[config.mk]
export PLATFORM = sky130hd
export DESIGN_NAME = bitstream_monitor
export DESIGN_NICKNAME = d
export VERILOG_FILES = /design/src/rtl/bitstream_monitor.sv
export SDC_FILE = /design/constraint.sdc
export NUM_CORES = 1
export LEC_CHECK = 0
export CELL_PAD_IN_SITES_DETAIL_PLACEMENT = 0
export CELL_PAD_IN_SITES_GLOBAL_PLACEMENT = 1
export CORE_ASPECT_RATIO = 1.1
export CORE_MARGIN = 2
export CORE_UTILIZATION = 41
export CTS_BUF_LIST = sky130_fd_sc_hd__clkbuf_8
export CTS_CLUSTER_SIZE = 28
export DETAILED_ROUTE_END_ITERATION = 8
export PLACE_DENSITY_LB_ADDON = 0.1
export SLEW_MARGIN = 20
export SYNTH_ARGS = -nofsm -noshare
export SYNTH_HDL_FRONTEND = slang
export SYNTH_SLANG_ARGS = --single-unit
[constraint.sdc]
create_clock -name clk -period 2.4 [get_ports clk]
set_clock_uncertainty 0.15 [all_clocks]
set_input_delay 0.48 -clock clk [delete_from_list [all_inputs] [get_ports clk]]
set_output_delay 0.48 -clock clk [all_outputs]
set_load 0.01 [all_outputs]
[src/rtl/bitstream_monitor.sv]
// Serial bitstream monitor: overlapping pattern detection, saturating match and
// rising-edge counters, stuck-stream flag and last-sample level. All outputs registered.
module bitstream_monitor #(
   parameter int unsigned          PAT_LEN   = 4,
   parameter logic [PAT_LEN-1:0]   PATTERN   = 4'b1011,
   parameter int unsigned          CNT_W     = 8,
   parameter int unsigned          STUCK_LIM = 8
) (
   input  logic             clk,
   input  logic             rst,
   input  logic             en,
   input  logic             din,
   output logic             match,
   output logic [CNT_W-1:0] match_cnt,
   output logic [CNT_W-1:0] rise_cnt,
   output logic             stuck,
   output logic             level
);

   localparam int unsigned FILL_W = $clog2(PAT_LEN + 1);
   localparam int unsigned RUN_W  = $clog2(STUCK_LIM + 1);

   localparam logic [FILL_W-1:0] LAST_FILL = FILL_W'(PAT_LEN - 1);
   localparam logic [RUN_W-1:0]  RUN_LIM   = RUN_W'(STUCK_LIM);

   localparam logic [0:0] ST_FILL = 1'b0;
   localparam logic [0:0] ST_RUN  = 1'b1;

   logic [PAT_LEN-1:0] window_q, window_d, win_next;
   logic [FILL_W-1:0]  fill_q, fill_d;
   logic [RUN_W-1:0]   run_q, run_d;
   logic               have_prev_q, have_prev_d;
   logic [0:0]         state_q, state_d;
   logic               match_q, match_d;
   logic [CNT_W-1:0]   match_cnt_q, match_cnt_d;
   logic [CNT_W-1:0]   rise_cnt_q, rise_cnt_d;
   logic               stuck_q, stuck_d;
   logic               level_q, level_d;

   // NOTE: every next-state variable takes a default first so no latch is inferred.
   always_comb begin
      win_next    = {window_q[PAT_LEN-2:0], din};
      window_d    = window_q;
      fill_d      = fill_q;
      run_d       = run_q;
      have_prev_d = have_prev_q;
      state_d     = state_q;
      match_d     = 1'b0;
      match_cnt_d = match_cnt_q;
      rise_cnt_d  = rise_cnt_q;
      stuck_d     = stuck_q;
      level_d     = level_q;

      if (en) begin
         window_d    = win_next;
         level_d     = din;
         have_prev_d = 1'b1;

         if (state_q == ST_FILL) begin
            fill_d = fill_q + 1'b1;
            if (fill_q == LAST_FILL) state_d = ST_RUN;
         end

         // The sample that completes the fill is already eligible to match.
         if ((state_d == ST_RUN) && (win_next == PATTERN)) begin
            match_d = 1'b1;
            if (match_cnt_q != '1) match_cnt_d = match_cnt_q + 1'b1;
         end

         if (have_prev_q && !level_q && din && (rise_cnt_q != '1))
            rise_cnt_d = rise_cnt_q + 1'b1;

         if (!have_prev_q || (din != level_q)) run_d = RUN_W'(1);
         else if (run_q != RUN_LIM)             run_d = run_q + 1'b1;

         stuck_d = (run_d == RUN_LIM);
      end
   end

   // NOTE: sequential state uses non-blocking assignments only.
   always_ff @(posedge clk) begin
      if (rst) begin
         window_q    <= '0;
         fill_q      <= '0;
         run_q       <= '0;
         have_prev_q <= 1'b0;
         state_q     <= ST_FILL;
         match_q     <= 1'b0;
         match_cnt_q <= '0;
         rise_cnt_q  <= '0;
         stuck_q     <= 1'b0;
         level_q     <= 1'b0;
      end else begin
         window_q    <= window_d;
         fill_q      <= fill_d;
         run_q       <= run_d;
         have_prev_q <= have_prev_d;
         state_q     <= state_d;
         match_q     <= match_d;
         match_cnt_q <= match_cnt_d;
         rise_cnt_q  <= rise_cnt_d;
         stuck_q     <= stuck_d;
         level_q     <= level_d;
      end
   end

   assign match     = match_q;
   assign match_cnt = match_cnt_q;
   assign rise_cnt  = rise_cnt_q;
   assign stuck     = stuck_q;
   assign level     = level_q;

endmodule
==> metrics.cfg, run 1 <==
[clock_network]
cts_hold_buffers = 0
htree_levels = 2
cts_tree = built
ctsRootBufferMaster = clkbuf_8
cts_buffers = 5
ctsResizeCount = 0
post_cts_buffers = 0
cts.sinks = 30
clk_pin_slew_ps = 60
clk_path_buf_depth = 2
clk_latency_ps = 280

[pwr]
power_leakage_nw = 0.670
ir_drop_v = 0.000406
power-per-cell-area_nw_per_um2 = 576

[hold_path]
hp-class = flip-flop to flip-flop
hold_path_startpoint = have_prev_q

[logic_synthesis]
synth_seq_cells = 30
syn_area_um2 = 1400
seq_area_frac_synth_pct = 42.9
synthDominantCellAreaShare_pct = 42.9
postSynthCellCount = 156
synth_nets = 167
synth_area_leaders = dfxtp_1, ha_1, nor2_1
syn_avg_cell_area_um2 = 8.98
yosys.area.top_type = dfxtp_1
synth_cell_types = 34
yosysWarnings = 0

[worst_setup_path]
crit_fanout = 4
cp_data_arrival_time_ps = 2120
start_kind = primary input
cp.required_ps = 2460
crit_type = primary input to flip-flop
critPathSlowestCell = clkdlybuf4s50_1
critical_path.cell_chain = clkdlybuf4s50_1 > ha_1 > nand4b_2 > or3_4 > or3_1 > a21oi_1
startpoint = din
slowest_delay_ps = 490
end_kind = flip-flop
worstReg2RegStart = fill_q[0]

[placed_design]
io_buffers = 22
place_hpwl_um = 2020
globalplace.congestion = 0.837
dp_cells = 219

[drt]
drc = 0
wl_per_cell_um = 12.1
wl_met1_um = 1280
wl_met3_um = 120
vias = 1216
drt_wl_total_um = 2740
firstDrtPassIters = 4
drt_iter0_markers = 57
wl_met2_um = 1300
top_layer = met4
viasPerCell = 5.36
ant_nets = 0

[global_routing]
first_global_vias = 1159
grt_pass1_wl_um = 4840
grt_antenna_before_repair = 0
grt-ovfl-total = 0
grt_max_degree = 16
gr-usage-all-layers_pct = 16.1

[sta]
setup_tns_ps = 0
worst_slew_pin_slew_ps = 383
finalCritPeriodShare_pct = 85.8
min_period_ps = 2060
slew_viol_final = 0
hold_viol_final = 0
max_freq_mhz = 486
slew-limit-headroom_pct = 74.3
grt_setup_unrepaired = no
setup_viol_count_final = 0

[floorplan]
die_w_um = 59.7
dieHeight_um = 65.3
core_um2 = 3300
io-pin-count = 23
rows = 22
initial_core_util_pct = 42.4
die-area_um2 = 3900

[finish]
area_delta_synth_final_pct = 30.8
nFillCells = 297
layout_common_cells = dfxtp_1, nor2_1, clkdlybuf4s50_1
drive_gt1_share_pct = 11.0
nets = 201
stdcell_count = 227
diodes = 0
layout_commonest_cell = dfxtp_1

[run]
max_cap_violations = 0

[outcome]
status = complete, no violations

-- state kept, by name, summed over array words and instances, names as in the netlist --
signal,flops
have_prev_q,1
run_q,4
rise_cnt,8
stuck,1
match,1
state_q,1
window_q,3
fill_q,3
match_cnt,8
-- power breakdown --
part / switching (mW) / leakage (nW) / total, mW / internal, mW
Sequential: 0.00887 / 0.243 / 0.518 / 0.509
Combinational: 0.0353 / 0.369 / 0.0688 / 0.0335
Clock: 0.180 / 0.0575 / 0.469 / 0.289
Total: 0.224 / 0.670 / 1.06 / 0.831
-- area by class of cell --
class / count / area [um^2] / share of cell area [%]
Clock buffer: 8 / 110 / 6.01
Inverter: 6 / 22.5 / 1.23
Multi-Input combinational cell: 115 / 759 / 41.4
Sequential cell: 30 / 601 / 32.8
Tap cell: 36 / 45.0 / 2.46
Timing Repair Buffer: 32 / 295 / 16.1
-- critical path: cells and delay by family --
family,cells,cell delay (ps)
simple gates,3,850
buf+inv,1,490
fa+ha+maj,1,170
compound gates,1,140
-- path summary, 6_finish.rpt --
check | endpoint | slack [ps] | depth (start not counted)
setup / recovery | match_cnt[5] | 340 | 6
setup reg to reg | match_cnt[5] | 580 | 6
hold / removal | have_prev_q | 340 | 2
hold reg to reg | have_prev_q | 340 | 2
-- cell usage after synthesis (all sizes together) --
library cell / count
o21ai: 2
nor3: 5
nand4b: 2
and4: 2
nor2: 22
clkbuf: 5
nand2: 6
mux2i: 6
nor4: 2
and4b: 1
nor2b: 2
xnor2: 8
a31o: 1
a21oi: 11
or3: 4
ha: 7
inv: 6
nand2b: 5
o31ai: 1
o221ai: 1
nor3b: 1
a41oi: 1
a31oi: 1
dfxtp: 30
and3b: 1
a211oi: 8
a311oi: 1
nand3: 8
a211o: 1
o32ai: 1
o211ai: 1
and3: 3
-- metrics by stage --
stage / area (um^2) / util (%) / power [mW] / hold WS [ps] / setup slack [ps]
floorplan: 1400 / - / 0.569 / 298 / 542
global placement: 1720 / 52.2 / 0.596 / 312 / 58.2
detailed placement: 1720 / 52.2 / 0.598 / 330 / 38.8
CTS: 1830 / 55.5 / 1.07 / 342 / 334
global route: 1830 / 55.5 / 1.11 / 369 / 198
finish: 1830 / 55.5 / 1.06 / 338 / 340
-- routing by layer --
metal / vias to the layer above / GRT usage, %
met5: - / 0
met4: 0 / 7.50
met3: 4 / 4.72
met2: 20 / 25.1
met1: 560 / 20.2
li1: 632 / -
-- cell families (layout without fill, tap and decap cells) --
kind of cell               Yosys count  count (layout)  share of synthesized area (%)
and+or+nand+nor                     64              64                           24.5
DFF                                 30              30                           42.9
AOI/OAI and AO/OA                   30              30                           14.2
xor gates and xnor gates             8               8                           5.00
buffers and inverters               11              46                           2.95
adders and majority gates            7               7                           6.25
muxes                                6               6                           4.29
Power figures use the tool's default switching activity.
==> run 2, diff against run 1 <==
--- a/config.mk
+++ b/config.mk
@@ -9,7 +9,7 @@
 export CELL_PAD_IN_SITES_GLOBAL_PLACEMENT = 1
 export CORE_ASPECT_RATIO = 1.1
 export CORE_MARGIN = 2
-export CORE_UTILIZATION = 41
+export CORE_UTILIZATION = 37
 export CTS_BUF_LIST = sky130_fd_sc_hd__clkbuf_8
 export CTS_CLUSTER_SIZE = 28
 export DETAILED_ROUTE_END_ITERATION = 8
==> constraint.sdc (replaced) <==
create_clock -name clk -period 1.7 [get_ports clk]
set_clock_uncertainty 0.15 [all_clocks]
set_input_delay 0.34 -clock clk [delete_from_list [all_inputs] [get_ports clk]]
set_output_delay 0.34 -clock clk [all_outputs]
set_load 0.01 [all_outputs]
==> run 2 against run 1 <==
  * Non-clock buffer count is 12 higher
  * Die area grew 10%
  * Largest power group unchanged
  * Routed wire length rose by 7.0%
  * Worst hold slack lost 7.2 ps
  * Combinational power increased by 67%
  * Final cell count grew 11%
  * The flow now finishes with violations (setup timing)
  * Sequential power increased by 42%
  * Highest routed layer unchanged
==> metrics.cfg, run 2 (synthesis results as in run 1) <==
[global_routing]
grt_use_met1_pct = 18.1  ; -2.0 points
grt_max_degree = 16  ; unchanged
top_usage_layer = met2
met2_usage_pct = 25.4  ; +0.27 points
grt_antenna_before_repair = 0  ; unchanged
gr-usage-all-layers_pct = 15.2  ; -0.91 points
first_global_vias = 1195  ; +3.1%
grt_pass1_wl_um = 5110  ; +5.6%
grt-ovfl-total = 0  ; unchanged
use_met3_pct = 4.71  ; -0.017 points

[drt]
drt_iter0_markers = 53  ; -7.0%
firstDrtPassIters = 4  ; unchanged
drt_wl_total_um = 2930  ; +7.0%
wl_per_cell_um = 11.6  ; -4.0%
drc = 0  ; unchanged
viasPerCell = 4.94  ; -7.7%
vias = 1251  ; +2.9%
ant_nets = 0  ; unchanged

[floorplan]
die_w_um = 62.7  ; +4.9%
dieHeight_um = 68.5  ; +4.9%
rows = 23  ; +4.5%
core_um2 = 3630  ; +9.8%
die-area_um2 = 4300  ; +10%
io-pin-count = 23  ; unchanged
initial_core_util_pct = 38.6  ; -3.8 points

[clock_network]
cts_tree = built
cts.sinks = 30  ; unchanged
clk_path_buf_depth = 2  ; unchanged
cts_hold_buffers = 0  ; unchanged
clk_latency_ps = 280  ; about the same
ctsRootBufferMaster = clkbuf_8
cts_buffers = 5  ; unchanged
htree_levels = 2  ; unchanged
clk_pin_slew_ps = 60  ; about the same

[sta]
min_period_ps = 1710
hold_viol_final = 0  ; unchanged
slew_viol_final = 0  ; unchanged
worst_slew_pin_slew_ps = 311  ; -72.4 ps
fin_ws_ps = -6.97  ; -347 ps
max_freq_mhz = 586
slew-limit-headroom_pct = 79.1  ; +4.8 points
grt_setup_unrepaired = yes
finalCritPeriodShare_pct = 100
setup_viol_count_final = 1  ; +1
setup_tns_ps = -6.97  ; -6.97 ps

[worst_setup_path]
critPathSlowestCell = or3_4
cp_data_arrival_time_ps = 1770  ; -350 ps
critPathBufInv = 0  ; -1
critical_path.cell_chain = ha_4 > ha_4 > nor2_2 > or3_4 > or3_4 > a21oi_2
cp.required_ps = 1770  ; -690 ps
cp_top_family = simple AND/OR/NAND/NOR gates
crit_fanout = 4  ; unchanged
start_kind = flip-flop
end_kind = flip-flop
crit_type = flip-flop to flip-flop
slowest_delay_ps = 380  ; -110 ps

[finish]
layout_common_cells = dfxtp_1, buf_4, nor2_1
diodes = 0  ; unchanged
nFillCells = 356  ; +20%
drive_gt1_share_pct = 25.1  ; +14 points
area_delta_synth_final_pct = 43.6
nets = 213  ; +6.0%
stdcell_count = 253  ; +11%
layout_commonest_cell = dfxtp_1
postLayoutCoreUtil_pct = 55.5  ; about the same
final_area_um2 = 2010  ; +9.8%

[placed_design]
globalplace.congestion = 0.798  ; -4.6%
place_hpwl_um = 2200  ; +9.2%
dp_cells = 244  ; +11%
place_area_um2 = 1880  ; +8.9%
io_buffers = 22  ; unchanged

[pwr]
power_leakage_nw = 0.839  ; +25%
power-per-cell-area_nw_per_um2 = 708  ; +23%
ir_drop_v = 0.000405  ; -0.31%
p_total_mw = 1.42  ; +35%

[outcome]
status = finished, violations left
violations = setup timing

[run]
max_cap_violations = 0  ; unchanged

[hold_path]
hp-class = flip-flop to flip-flop

-- run 2: stage by stage --
step | setup WS, ps | hold slack (ps)
finish | -6.97 | 331
global placement | -511 | 319
detailed placement | -543 | 324
global route | -89.3 | 385
floorplan | -15.7 | 298
CTS | -3.49 | 335
-- run 2: tightest hold or removal path: stages, from the launching register on --
cell and delay [ps]:
dfxtp_1 320, nor2_1 80, nor2_1 40
-- run 2: power by group --
group	switching [mW]	internal, mW	total (mW)
Sequential	0.0143	0.719	0.733
Clock	0.256	0.320	0.575
Combinational	0.0569	0.0584	0.115
-- run 2: layout make-up --
cell class	count	area, um^2	area share, %
Clock buffer	6	82.6	4.10
Clock inverter	2	8.76	0.435
Inverter	6	22.5	1.12
Multi-Input combinational cell	115	852	42.4
Sequential cell	30	612	30.4
Tap cell	50	62.6	3.11
Timing Repair Buffer	44	372	18.5
-- run 2: layer usage --
layer	up-vias	wire length [um]	part of all wire (%)
met3	5	106	3.6
met1	573	1380	47
met5	-	0	0
met4	0	46	1.6
met2	17	1400	48
li1	656	-	-
-- run 2: worst paths after layout --
path	start	to	slack (ps)	cells past startpoint
setup / recovery	fill_q[0]	match_cnt[5]	-7	6
hold / removal	have_prev_q	have_prev_q	330	2
setup reg to reg	fill_q[0]	match_cnt[5]	-7	6
hold reg to reg	have_prev_q	have_prev_q	330	2
-- run 2: what timing repair did --
action | 4_1_cts | 5_1_grt
gates resized for setup | 22 | 8
endpoints found under the setup margin | 31 | 9
cloned | 0 | 0
buffers inserted | 0 | 1
pin swaps | 4 | 1
==> run 3, diff against run 2 <==
--- a/config.mk
+++ b/config.mk
@@ -5,11 +5,12 @@
 export SDC_FILE = /design/constraint.sdc
 export NUM_CORES = 1
 export LEC_CHECK = 0
+export ABC_AREA = 1
 export CELL_PAD_IN_SITES_DETAIL_PLACEMENT = 0
 export CELL_PAD_IN_SITES_GLOBAL_PLACEMENT = 1
 export CORE_ASPECT_RATIO = 1.1
 export CORE_MARGIN = 2
-export CORE_UTILIZATION = 37
+export CORE_UTILIZATION = 30
 export CTS_BUF_LIST = sky130_fd_sc_hd__clkbuf_8
 export CTS_CLUSTER_SIZE = 28
 export DETAILED_ROUTE_END_ITERATION = 8
==> run 3 against run 2 <==
  * The run now ends clean
  * Total power rose by 0.40%
  * Routed wire length is 18% higher
  * Maximum frequency increased by 5.1%
  * Sequential cell count unchanged
  * Via count is 11% higher
  * Critical path type is now flip-flop to primary output
  * Critical endpoint is now stuck
==> metrics.cfg, run 3 <==
[sta]
slew-limit-headroom_pct = 70.1  ; -8.9 points
min_period_ps = 1620  ; -83.6 ps
grt_setup_unrepaired = no
worst_slew_pin_slew_ps = 448  ; +137 ps
max_freq_mhz = 616  ; +5.1%
finalCritPeriodShare_pct = 95.5  ; -4.9 points
setup_tns_ps = 0  ; +6.97 ps
hold_viol_final = 0  ; unchanged
setup_viol_count_final = 0  ; -1
slew_viol_final = 0  ; unchanged

[drt]
firstDrtPassIters = 4  ; unchanged
drt_iter0_markers = 87  ; +64%
wl_per_cell_um = 11.3  ; -2.5%
drc = 0  ; unchanged
wl_met2_um = 1560  ; +12%
drt_wl_total_um = 3460  ; +18%
viasPerCell = 4.53  ; -8.5%
vias = 1385  ; +11%
wl_met3_um = 126  ; +19%
ant_nets = 0  ; unchanged
wl_met1_um = 1720  ; +24%
top_layer = met4

[finish]
diodes = 0  ; unchanged
drive_gt1_share_pct = 16.9  ; -8.2 points
layout_commonest_cell = nand2_1
layout_common_cells = nand2_1, inv_1, nor2_1
postLayoutCoreUtil_pct = 40.2  ; -15 points
final_area_um2 = 1990  ; -0.87%
area_delta_synth_final_pct = 30.9
nets = 258  ; +21%
stdcell_count = 306  ; +21%

[logic_synthesis]
postSynthCellCount = 212  ; +36%
synth_edf_count = 0  ; unchanged
synth_commonest_cells = nand2_1, dfxtp_1, inv_1
synth_top_family_by_area = simple AND/OR/NAND/NOR gates
synth_cell_types = 27  ; -21%
seq_area_frac_synth_pct = 39.4  ; -3.4 points
synth_most_common_cell = nand2_1
synth_seq_cells = 30  ; unchanged
ys.flop_type = dfxtp_1
syn_area_um2 = 1520  ; +8.8%
yosys.area.top_type = dfxtp_1
synth_xor_area_share_pct = 4.02  ; -0.98 points
synth_area_leaders = dfxtp_1, nand2_1, inv_1
synth-async-reset-ratio_pct = 0  ; unchanged
synthSimpleGateAreaFrac_pct = 29.2  ; +4.8 points
synthAdderAreaFrac_pct = 5.75  ; -0.50 points
synth_nets = 223  ; +34%
syn_avg_cell_area_um2 = 7.19  ; -20%
synth_mux_area_share_pct = 0  ; -4.3 points
synthDominantCellAreaShare_pct = 39.4  ; -3.4 points
yosysWarnings = 0  ; unchanged
synth_compound_area_share_pct = 12.6  ; -1.6 points

[floorplan]
io-pin-count = 23  ; unchanged
die-area_um2 = 5670  ; +32%
initial_core_util_pct = 30.7  ; -8.0 points
rows = 27  ; +17%
core_um2 = 4970  ; +37%
dieHeight_um = 78.8  ; +15%
die_w_um = 72.0  ; +15%

[placed_design]
place_area_um2 = 1870  ; -0.33%
place_hpwl_um = 2450  ; +11%
dp_cells = 298  ; +22%
io_buffers = 22  ; unchanged
globalplace.congestion = 0.763  ; -4.4%

[worst_setup_path]
critical_path.cell_chain = clkdlybuf4s50_1
crit_fanout = 2  ; -2
critPathBufInv = 1  ; +1
start_kind = flip-flop
slowest_delay_ps = 530  ; +150 ps
cp_data_arrival_time_ps = 1130  ; -640 ps
critPathSlowestCell = clkdlybuf4s50_1
cp.required_ps = 1210  ; -560 ps
crit_type = flip-flop to primary output
end_kind = primary output
cp_top_family = buffers and inverters

[clock_network]
cts_buffers = 5  ; unchanged
htree_levels = 2  ; unchanged
clk_pin_slew_ps = 60  ; about the same
cts.sinks = 30  ; unchanged
ctsRootBufferMaster = clkbuf_8
cts_hold_buffers = 0  ; unchanged
cts_tree = built
clk_latency_ps = 280  ; about the same
post_cts_buffers = 0  ; unchanged
clk_path_buf_depth = 2  ; unchanged

[global_routing]
first_global_vias = 1297  ; +8.5%
grt_max_degree = 17  ; +1
grt_pass1_wl_um = 5910  ; +16%
grt-ovfl-total = 0  ; unchanged
gr-usage-all-layers_pct = 13.4  ; -1.8 points
grt_antenna_before_repair = 0  ; unchanged

[pwr]
power-per-cell-area_nw_per_um2 = 717  ; +1.3%
power_leakage_nw = 1.04  ; +24%
p_total_mw = 1.43  ; +0.40%
ir_drop_v = 0.000293  ; -28%

[run]
max_cap_violations = 0  ; unchanged

[hold_path]
hp-class = primary input to flip-flop

[outcome]
status = complete, no violations

run 3: cell types whose count changed in the layout (fill, tap and decap cells not counted), moves of 6 or more:
cell            change
buf_4              -11
inv_1              +21
dlymetal6s2s_1      +6
mux2i_1             -6
xnor2_1             -6
o21ai_0            +10
a21oi_1             +8
nand2_1            +42
run 3: metrics by stage:
step	setup WS, ps	hold slack (ps)
6_report	76.6	285
5_1_grt	5.54	353
4_1_cts	2.25	321
3_5_place_dp	-222	312
3_3_place_gp	-244	309
2_1_floorplan	227	293
run 3: logic make-up after synthesis:
group / count (synthesis)
compound gates: 35
xor+xnor: 7
fa+ha+maj: 7
buf+inv: 34
flops: 30
simple gates: 99
run 3: cell type report:
cell class | count | area, um^2
Clock buffer | 6 | 82.6
Fill cell | 529 | 2970
Clock inverter | 2 | 8.76
Sequential cell | 30 | 613
Multi-Input combinational cell | 148 | 798
Timing Repair Buffer | 33 | 310
Inverter | 29 | 109
Tap cell | 58 | 72.6
run 3: what timing repair did:
| item | CTS | global route |
|---|---|---|
| resized for setup | 19 | 13 |
| pin swaps | 0 | 1 |
| setup endpoints to repair | 15 | 24 |
run 3: path summary, 6_finish.rpt:
check / end / cells past startpoint / from / slack, ps
max: stuck / 1 / stuck / 80
min: window_q[0] / 3 / din / 290
max reg2reg: rise_cnt[1] / 7 / rise_cnt[1] / 110
min reg2reg: stuck / 2 / stuck / 320
run 3: power breakdown:
| part | switching (mW) | internal, mW | total (mW) | leakage [nW] |
|---|---|---|---|---|
| Sequential | 0.0146 | 0.722 | 0.736 | 0.249 |
| Clock | 0.266 | 0.320 | 0.586 | 0.0524 |
| Combinational | 0.0615 | 0.0458 | 0.107 | 0.736 |
| Total | 0.342 | 1.09 | 1.43 | 1.04 |
run 3: per-layer routing:
metal  vias to the layer above  global-route usage (%)
met5                         -                       0
met4                         0                    5.47
met3                         5                    3.43
met2                        25                    21.1
met1                       611                    17.4
li1                        744                       -
